### config.mk
export PLATFORM = sky130hd
export DESIGN_NAME = nmr_acq_packer
export DESIGN_NICKNAME = d
export VERILOG_FILES = /design/src/rtl/nmr_acq_pkg.sv /design/src/rtl/nmr_word_fifo.sv /design/src/rtl/nmr_acq_packer.sv
export SDC_FILE = /design/constraint.sdc
export NUM_CORES = 1
export LEC_CHECK = 0
export BUFFER_PORTS_ARGS = -buffer_cell sky130_fd_sc_hd__buf_2
export CAP_MARGIN = 20
export CORE_AREA = 2 2 178 180
export CTS_BUF_LIST = sky130_fd_sc_hd__clkbuf_8
export CTS_CLUSTER_DIAMETER = 40
export CTS_CLUSTER_SIZE = 20
export DETAILED_ROUTE_END_ITERATION = 10
export DIE_AREA = 0 0 180 182
export HOLD_SLACK_MARGIN = 0.02
export PLACE_DENSITY = 0.85
export SYNTH_ARGS = -nofsm -noshare
export SYNTH_HDL_FRONTEND = slang
export SYNTH_HIERARCHICAL = 1
export SYNTH_SLANG_ARGS = --single-unit
### constraint.sdc
create_clock -name clk -period 6.32 [get_ports clk]
set_clock_uncertainty 0.2 [all_clocks]
set_input_delay 1.264 -clock clk [delete_from_list [all_inputs] [get_ports clk]]
set_output_delay 1.264 -clock clk [all_outputs]
set_load 0.01 [all_outputs]
### src/rtl/nmr_acq_pkg.sv
// Shared types and sizes for the NMR acquisition packer.
package nmr_acq_pkg;

    localparam int unsigned SMP_W      = 32;
    localparam int unsigned WORD_W     = 64;
    localparam int unsigned FIFO_DEPTH = 4;

    typedef enum logic [1:0] {
        ST_IDLE    = 2'd0,
        ST_CAPTURE = 2'd1,
        ST_FLUSH   = 2'd2,
        ST_DONE    = 2'd3
    } state_t;

    typedef struct packed {
        logic              last;
        logic [WORD_W-1:0] dat;
    } word_t;

endpackage

### src/rtl/nmr_word_fifo.sv
// nmr_word_fifo: small synchronous FIFO with full/empty flags and a synchronous clear.
// Latency: a pushed entry is visible on o_dat the cycle after the push when the FIFO was empty.
// Backpressure: pushes while full are ignored; pops while empty are ignored.
module nmr_word_fifo #(
    parameter int WIDTH = 65,
    parameter int DEPTH = 4
) (
    input  logic             clk,
    input  logic             rst_n,
    input  logic             i_clr,
    input  logic             i_push,
    input  logic [WIDTH-1:0] i_dat,
    input  logic             i_pop,
    output logic [WIDTH-1:0] o_dat,
    output logic             o_full,
    output logic             o_empty
);
    localparam int AW = $clog2(DEPTH);
    localparam logic [AW:0] FULL_CNT = (AW+1)'(DEPTH);

    logic [WIDTH-1:0] r_mem [DEPTH];
    logic [AW-1:0]    r_wr_ptr;
    logic [AW-1:0]    r_rd_ptr;
    logic [AW:0]      r_cnt;
    logic             w_wr;
    logic             w_rd;

    assign o_full  = (r_cnt == FULL_CNT);
    assign o_empty = (r_cnt == '0);
    assign w_wr    = i_push && !o_full;
    assign w_rd    = i_pop && !o_empty;
    assign o_dat   = r_mem[r_rd_ptr];

    always_ff @(posedge clk or negedge rst_n) begin
        if (!rst_n) begin
            for (int i = 0; i < DEPTH; i++) begin
                r_mem[i] <= '0;
            end
            r_wr_ptr <= '0;
            r_rd_ptr <= '0;
            r_cnt    <= '0;
        end else if (i_clr) begin
            r_wr_ptr <= '0;
            r_rd_ptr <= '0;
            r_cnt    <= '0;
        end else begin
            if (w_wr) begin
                r_mem[r_wr_ptr] <= i_dat;
                r_wr_ptr        <= r_wr_ptr + 1'b1;
            end
            if (w_rd) begin
                r_rd_ptr <= r_rd_ptr + 1'b1;
            end
            if (w_wr && !w_rd) begin
                r_cnt <= r_cnt + 1'b1;
            end else if (!w_wr && w_rd) begin
                r_cnt <= r_cnt - 1'b1;
            end
        end
    end

endmodule

### src/rtl/nmr_acq_packer.sv
// nmr_acq_packer: pairs 32-bit ADC samples into 64-bit words for the RAM writer (NMR_PACKER_TEST_PATTERN_EN swaps samples for a count pattern).
// Latency: arm acts two cycles after acq_en_i rises; a word reaches m_axis one cycle after its pair completes.
// Backpressure: the ADC never stalls; a push into the full 4-deep FIFO drops the word and sets overflow_o.
module nmr_acq_packer
    import nmr_acq_pkg::*;
(
    input  logic        clk,
    input  logic        rst_n,
    input  logic        acq_en_i,
    input  logic [31:0] nb_of_sample_i,
    input  logic [31:0] s_axis_tdata,
    input  logic        s_axis_tvalid,
    output logic [63:0] m_axis_tdata,
    output logic        m_axis_tvalid,
    output logic        m_axis_tlast,
    input  logic        m_axis_tready,
    output logic        done_o,
    output logic        overflow_o,
    output logic [31:0] count_o
);
    state_t             r_state;
    logic               r_en_q;
    logic               r_en_d;
    logic [31:0]        r_n;
    logic [31:0]        r_count;
    logic               r_ovf;
    logic [SMP_W-1:0]   r_pair;
    logic               r_half;

    logic               w_arm;
    logic               w_abort;
    logic               w_acc;
    logic               w_final;
    logic               w_push;
    logic               w_full;
    logic               w_empty;
    logic [SMP_W-1:0]   w_smp;
    word_t              w_word;
    word_t              w_head;

`ifdef NMR_PACKER_TEST_PATTERN_EN
    assign w_smp = {~r_count[15:0], r_count[15:0]};
`else
    assign w_smp = s_axis_tdata;
`endif

    // Enable history resets high so a level already asserted at reset release is not an edge.
    assign w_arm   = r_en_q && !r_en_d && (r_state == ST_IDLE);
    assign w_abort = !acq_en_i && ((r_state == ST_CAPTURE) || (r_state == ST_FLUSH));
    assign w_acc   = acq_en_i && s_axis_tvalid && (r_state == ST_CAPTURE);
    assign w_final = w_acc && (r_count == r_n - 32'd1);
    assign w_push  = w_acc && (r_half || w_final);

    assign w_word.last = w_final;
    assign w_word.dat  = r_half ? {w_smp, r_pair} : {{SMP_W{1'b0}}, w_smp};

    nmr_word_fifo #(
        .WIDTH ($bits(word_t)),
        .DEPTH (FIFO_DEPTH)
    ) u_fifo (
        .clk     (clk),
        .rst_n   (rst_n),
        .i_clr   (w_arm || w_abort),
        .i_push  (w_push),
        .i_dat   (w_word),
        .i_pop   (m_axis_tready),
        .o_dat   (w_head),
        .o_full  (w_full),
        .o_empty (w_empty)
    );

    assign m_axis_tvalid = !w_empty;
    assign m_axis_tdata  = w_head.dat;
    assign m_axis_tlast  = w_head.last;
    assign done_o        = (r_state == ST_DONE);
    assign overflow_o    = r_ovf;
    assign count_o       = r_count;

    always_ff @(posedge clk or negedge rst_n) begin
        if (!rst_n) begin
            r_state <= ST_IDLE;
            r_en_q  <= 1'b1;
            r_en_d  <= 1'b1;
            r_n     <= '0;
            r_count <= '0;
            r_ovf   <= 1'b0;
            r_pair  <= '0;
            r_half  <= 1'b0;
        end else begin
            r_en_q <= acq_en_i;
            r_en_d <= r_en_q;
            case (r_state)
                ST_IDLE: begin
                    if (w_arm) begin
                        r_n     <= nb_of_sample_i;
                        r_count <= '0;
                        r_ovf   <= 1'b0;
                        r_pair  <= '0;
                        r_half  <= 1'b0;
                        r_state <= (nb_of_sample_i == 32'd0) ? ST_DONE : ST_CAPTURE;
                    end
                end
                ST_CAPTURE: begin
                    if (w_abort) begin
                        r_state <= ST_IDLE;
                    end else if (w_acc) begin
                        r_count <= r_count + 32'd1;
                        if (w_push) begin
                            r_half <= 1'b0;
                        end else begin
                            r_pair <= w_smp;
                            r_half <= 1'b1;
                        end
                        if (w_push && w_full) begin
                            r_ovf <= 1'b1;
                        end
                        // A dropped tlast word can never handshake, so skip FLUSH.
                        if (w_final) begin
                            r_state <= w_full ? ST_DONE : ST_FLUSH;
                        end
                    end
                end
                ST_FLUSH: begin
                    if (w_abort) begin
                        r_state <= ST_IDLE;
                    end else if (m_axis_tvalid && m_axis_tready && m_axis_tlast) begin
                        r_state <= ST_DONE;
                    end
                end
                ST_DONE: begin
                    if (!acq_en_i) begin
                        r_state <= ST_IDLE;
                    end
                end
                default: r_state <= ST_IDLE;
            endcase
        end
    end

endmodule

======== Word-level counts from Yosys, hierarchy flattened ========
Index checks and enable logic that the tools add are counted.
storage, ports and cells
  output and inout bits ................... 100
  bits of input ports ..................... 69
  flip-flop bits (word level) ............. 369
operators by class
  bitwise operators ....................... 3
  $lt $le $gt $ge ......................... 3
  add/sub/neg operators ................... 6
  mux-type cells .......................... 41
  equality and inequality tests ........... 14
  reduce and logical (&&, ||, !) cells .... 36
operator list
  cell                   number
  $bwmux 260             1
  $mux 65                3
  $mux 32                6
  $bmux 65 s2            1
  $demux 65 s2           1
  $pmux 32 s2            2
  $mux 64                1
  $add 32x1->32 const B  1
  $eq 32x32->1           1
  $logic_not 32->1       1
  $sub 32x1->32 const B  1
  $mux 2                 12
  $reduce_and 5->1       3
  $logic_and 1x1->1      14
  $ne 2x2->1 const B     5
  $mux 3                 3
  $mux 1                 8
  $pmux 2 s4             1
  $ge 3x3->1 const B     2
  $logic_not 1->1        6
  $ne 3x3->1 const B     2
  $not 2->3              2
  $reduce_bool 2->1      3
  $add 2x1->2 const B    2
  16 further kinds       21

======== Longest topological paths before layout ========
  depth in word-level cells ............... 11
  depth in mapped cells ................... 18
  mapped depth without buffers ............ 15

======== Modules after synthesis ========
Netlist, hierarchy kept.
by module, submodules not included
  module          cells each  times used  area each (um2)
  nmr_word_fifo   692         1           12838.6
  nmr_acq_packer  791         1           6881.6

======== Worst setup path before layout ========
Ideal clock, no wire load.
  path type ............................... flip-flop to flip-flop
  start point ............................. register r_n[0]
  end point ............................... register u_fifo.r_cnt[2]
  library setup time ...................... 94 ps
  stages on the path, launching flop included .. 18
  setup slack ............................. 2262 ps
  data arrival time ....................... 3764 ps
  path buffers ............................ 4
  path through ............................ dfrtp_1 > inv_1 > ha_1 > or4b_4 > buf_6 > or4_1 > a211oi_1 > nor3_1 > buf_4 > buf_6 > o21a_1 > nor2_1 > clkbuf_1 > and3_1 > fa_1 > and3b_1 > a311oi_1 > a211oi_1
on the way
  cells in the longest elaborated chain, start to end .. 9
ends and longest elaborated chain
  item                                                         line                                      source
  from (decl)                                                  nmr_acq_packer.sv:24                      logic [31:0] r_n;
  from (signal assigned)                                       nmr_acq_packer.sv:95                      r_n <= nb_of_sample_i;
  $sub 32x1->32 (*)                                            nmr_acq_packer.sv:51                      assign w_final = w_acc && (r_count == r_n - 32'd1);
  $eq 32x32->1 (*)                                             nmr_acq_packer.sv:51
  $logic_and 1x1->1 (*)                                        nmr_acq_packer.sv:51
  $logic_or 1x1->1 (*)                                         nmr_acq_packer.sv:52                      assign w_push = w_acc && (r_half || w_final);
  $logic_and 1x1->1 (*)                                        nmr_acq_packer.sv:52
  via w_push                                                   nmr_acq_packer.sv:34                      logic w_push;
  $logic_and 1x1->1 (*)                                        nmr_word_fifo.sv:30                       assign w_wr = i_push && !o_full;
  $logic_and 1x1->1 / $logic_not 1->1 (equally long branches)  nmr_word_fifo.sv:54, nmr_word_fifo.sv:56
  $mux 3 / $logic_and 1x1->1 (equally long branches)           nmr_word_fifo.sv:54, nmr_word_fifo.sv:56
  $mux 3 / $reduce_bool 3->1 (equally long branches)           --
  to (signal assigned)                                         nmr_word_fifo.sv:55                       r_cnt <= r_cnt + 1'b1;
  to (signal assigned)                                         nmr_word_fifo.sv:57                       r_cnt <= r_cnt - 1'b1;
  to (decl)                                                    nmr_word_fifo.sv:24                       logic [AW:0] r_cnt;
The timed path passes the listed nets; every way through them passes the cells marked *.
A chain may end at the register's enable or synchronous reset.

======== Worst setup path in the final report ========
  start point ............................. register r_n[0]
  end point ............................... register u_fifo/r_mem[161] in the netlist's numbering
on the way
  cells in the longest elaborated chain, start to end .. 7
ends and longest elaborated chain
  item                               line                  source
  $sub 32x1->32                      nmr_acq_packer.sv:51
  $eq 32x32->1                       nmr_acq_packer.sv:51
  $logic_and 1x1->1                  nmr_acq_packer.sv:51
  $logic_or 1x1->1                   nmr_acq_packer.sv:52
  $logic_and 1x1->1                  nmr_acq_packer.sv:52
  via w_push                         nmr_acq_packer.sv:34
  $logic_and 1x1->1                  nmr_word_fifo.sv:30
  $reduce_and 2->1 (no source line)  --
  to (signal, indexed assignment)    nmr_word_fifo.sv:48   r_mem[r_wr_ptr] <= i_dat;
  to (decl)                          nmr_word_fifo.sv:21   logic [WIDTH-1:0] r_mem [DEPTH];
The timed path passes the listed nets, and every way through them passes these cells.

==> impl_metrics.tcl <==
set metrics [dict create \
    post-place-cells 1975 \
    crit-reg2reg-capture "u_fifo/r_mem[161]" \
    synth_ff_type "sky130_fd_sc_hd__dfrtp_1" \
    worstPathBufferInverterCount 3 \
    drtIter0Drc 1005 \
    route.vias.total 13000 \
    drt_pass1_iterations 5 \
    worstSetupPathDepth 15 \
    postRouteWirelength_um 46600 \
    mappedNetlistNets 1563 \
    initial_core_util_pct 63.6 \
    fp.dieH_um 182 \
    ys_seq_elements 369 \
    synth_area_mm2 0.0197 \
    worstMarginPinSlew_ps 1040 \
    synth_enable_flop_cells 0 \
    hpwl_um 30900 \
    post_synth.cell_area_avg_um2 13.3 \
    global_route.peak_usage_layer "met2" \
    run_status "finished clean" \
    min_delay_path_depth 0 \
    number_of_top_level_pins 169 \
    total_drc_errors_in_the_routed_layout 0 \
    cell_type_contributing_the_most_total_cell_area_after_synthesis "sky130_fd_sc_hd__dfrtp_1" \
    grt_setup_unrepaired "no" \
    path_clk_slew_ps 80 \
    core.rowCount 65 \
    timing.fmax_ghz 0.187 \
    die_w_um 180 \
    finish.net_count 1701 \
    relSlewSlack_pct 30.8 \
    setup-violations-final 0 \
    grt_util_met1_pct 39.8 \
    cts_max_level 2 \
    timing.setup.tns_ps 0 \
    n_antenna_cell 0 \
    globalRouteOverflowTotal 0 \
    timing.critical_path.slowest_stage_cell "sky130_fd_sc_hd__or4b_4" \
    clockBufferDepth 3 \
    largest_net_degree_at_the_start_of_global_routing 120 \
    vdd_ir_drop_max_mv 0.249 \
    tritoncts "yes" \
    worst_path_dominant_cell_family "simple AND/OR/NAND/NOR gates" \
    holdBufCountCts 0 \
    synth_async_sr_flop_share_pct 100 \
    post_drt_via_cell_ratio 6.33 \
    number_of_filler_cells_placed_in_the_layout 2000 \
    worstSetupPathType "flop to flop" \
    netlist_instances 1483 \
    cts_repair_resize_count 0 \
    gr-usage-all-layers_pct 28.7 \
    antenna_violating_nets_post_route 0 \
    worstPathMaxFanout 31 \
    post-place-ws_ps 1090 \
    clkSinkCount 369 \
    synth.most_common_cell "sky130_fd_sc_hd__dfrtp_1" \
    worst_slack_ps 982 \
    crit_path_cell_trace "inv_1 > ha_1 > or4b_4 > o31ai_1 > o221a_2 > a22oi_1 > nor4b_2 > nand4_1 > o21a_1 > nor2_1 > buf_4 > and2b_2 > nand3_4 > buf_4 > mux2_4" \
    die_area_mm2 0.0328 \
    globalRouteMet2Util_pct 45.8 \
    cts-buffers-inserted 44 \
    finalHoldViolations 0 \
    worst_hold_startpoint "r_en_q" \
    setup.reg_to_reg.worst_slack_ps 980 \
    place.gp.congestion 0.902 \
    route.detailed.wl_per_inst_um 22.6 \
    maxSlewViolCount 0 \
    worst_ep_arrival_time_ps 5590 \
    yosys.area.top_type_share_pct 46.6 \
    area_growth_syn_to_layout_pct 9.13 \
    synthDistinctLibCells 78 \
    synth_commonest_cells "sky130_fd_sc_hd__dfrtp_1 (367), sky130_fd_sc_hd__mux2_4 (200), sky130_fd_sc_hd__mux2_2 (95)" \
    number_of_global_route_vias_before_repair 13500 \
    synth.top_cells.by_area "sky130_fd_sc_hd__dfrtp_1 (47%), sky130_fd_sc_hd__mux2_4 (15%), sky130_fd_sc_hd__mux4_2 (7.4%)" \
    clock_tree.root_cell "sky130_fd_sc_hd__clkbuf_8" \
    fin_worst_hold_slack_ps 187 \
    startpoint_types "flop" \
    worstSetupEndpointType "flop" \
    reg2reg_depth 15 \
    core_region_area_mm2 0.0310 \
    timing.final.crit_share_pct 84.5 \
    clk-insertion-delay-late_ps 620 \
    p_leak_nw 10.7 \
    cts.repair_timing.setup_buffer_count 0 \
    holdPathEnd "r_en_d" \
    crit_required_ps 6580 \
    grtUsageMet3_pct 4.41 \
    yosys_warnings 6 \
    wire_length_of_the_first_global_routing_pass_um 74900 \
    port_buf_inserts 168 \
    critPathMostFrequentCell "sky130_fd_sc_hd__buf_4" \
    timing.max_cap.violations 0 \
    drive_gt1_share_pct 40.5 \
    regToRegStartpoint "r_n[0]" \
    grt_antenna_before_repair 0 \
    power_per_cell_area_mw_per_mm2 343 \
    stdcell_count 2058 \
    ys_seq_area_share_pct 46.8 \
    min_period_ps 5340 \
    min_path_type "flop to flop" \
    slowest_delay_ps 640 \
]
==> area by class of cell <==
class / instances / area (um2) / share of cell area, %
clock inverter: 32 / 362 / 1.68
multi-input combinational: 959 / 9400 / 43.7
timing repair buffer: 193 / 1130 / 5.27
tap: 402 / 503 / 2.34
sequential: 369 / 9240 / 42.9
clock buffer: 49 / 674 / 3.13
inverter: 54 / 203 / 0.942
==> sequential cells by signal, indices dropped and copies added, names as in the netlist <==
register / flops
u_fifo/r_mem: 260
count_o: 32
r_n: 32
r_pair: 32
u_fifo/r_cnt: 3
r_state: 2
u_fifo/r_rd_ptr: 2
u_fifo/r_wr_ptr: 2
overflow_o: 1
r_en_d: 1
r_en_q: 1
r_half: 1
==> logic make-up after synthesis <==
group	after synthesis	synth area share, %
compound gates	184	5.98
fa+ha+maj	11	0.736
buf+inv	155	5.53
xor+xnor	67	3.05
mux	361	28.1
simple gates	336	9.74
flops	369	46.8
==> routing by layer <==
| metal | part of all wire, % | wire, um | up-vias |
|---|---|---|---|
| li1 | - | - | 5643 |
| met1 | 42 | 19500 | 6762 |
| met2 | 48 | 22600 | 495 |
| met3 | 5.7 | 2680 | 119 |
| met4 | 4.0 | 1890 | 0 |
| met5 | 0 | 0 | - |
==> how the worst max path moves through the flow <==
stage,startpoint,end,slack (ps)
floorplan,r_n[0],u_fifo/r_cnt[2],2260
global placement,r_n[0],u_fifo/r_mem[156],1250
global route,r_n[0],u_fifo/r_mem[161],720
detailed placement,r_n[0],u_fifo/r_mem[154],1090
finish,r_n[0],u_fifo/r_mem[161],980
CTS,r_n[0],u_fifo/r_mem[161],1030
==> power breakdown <==
part | internal [mW] | total (mW) | switching (mW)
Combinational | 1.03 | 2.33 | 1.30
Clock | 0.967 | 1.95 | 0.980
Sequential | 2.69 | 3.10 | 0.406
Total | 4.69 | 7.38 | 2.68
==> cells in the final DEF (no fill, tap or decap), types with 8 or more instances in the layout <==
cell type                    n
sky130_fd_sc_hd__or4_1       8
sky130_fd_sc_hd__nor2_1     89
sky130_fd_sc_hd__and3_1     11
sky130_fd_sc_hd__inv_1      54
sky130_fd_sc_hd__mux4_2     65
sky130_fd_sc_hd__mux2_2     95
sky130_fd_sc_hd__nand2_1    64
sky130_fd_sc_hd__nand3_1    20
sky130_fd_sc_hd__a22oi_1    36
sky130_fd_sc_hd__nor4_1     17
sky130_fd_sc_hd__nor3_1     12
sky130_fd_sc_hd__o21ai_1    12
sky130_fd_sc_hd__nand4_1    11
sky130_fd_sc_hd__xor2_1     26
sky130_fd_sc_hd__ha_1       10
sky130_fd_sc_hd__xnor2_1    40
sky130_fd_sc_hd__a21oi_1    15
sky130_fd_sc_hd__and4_1     11
sky130_fd_sc_hd__buf_4      18
sky130_fd_sc_hd__clkbuf_8   49
sky130_fd_sc_hd__o21ai_0    71
sky130_fd_sc_hd__mux2_4    200
sky130_fd_sc_hd__dfrtp_1   365
sky130_fd_sc_hd__buf_2     167
sky130_fd_sc_hd__nor2b_1    38
==> per-stage QoR <==
stage | util, % | instance area (um2) | total power, mW
after floorplan | - | 19700 | 4.74
after global placement | 66.0 | 20400 | 5.29
after detailed placement | 66.0 | 20400 | 5.40
after CTS | 69.3 | 21500 | 7.35
after global routing | 69.5 | 21500 | 7.74
final | 69.5 | 21500 | 7.38
==> worst register-to-register path, delay by kind of cell, from the launching register on <==
kind | cells | cell delay (ps)
DFF | 1 | 440
adders and majority gates | 1 | 400
AOI/OAI and AO/OA | 4 | 960
muxes | 1 | 330
buffers and inverters | 3 | 740
and+or+nand+nor | 6 | 2140
(Power assumes the default switching activity.)
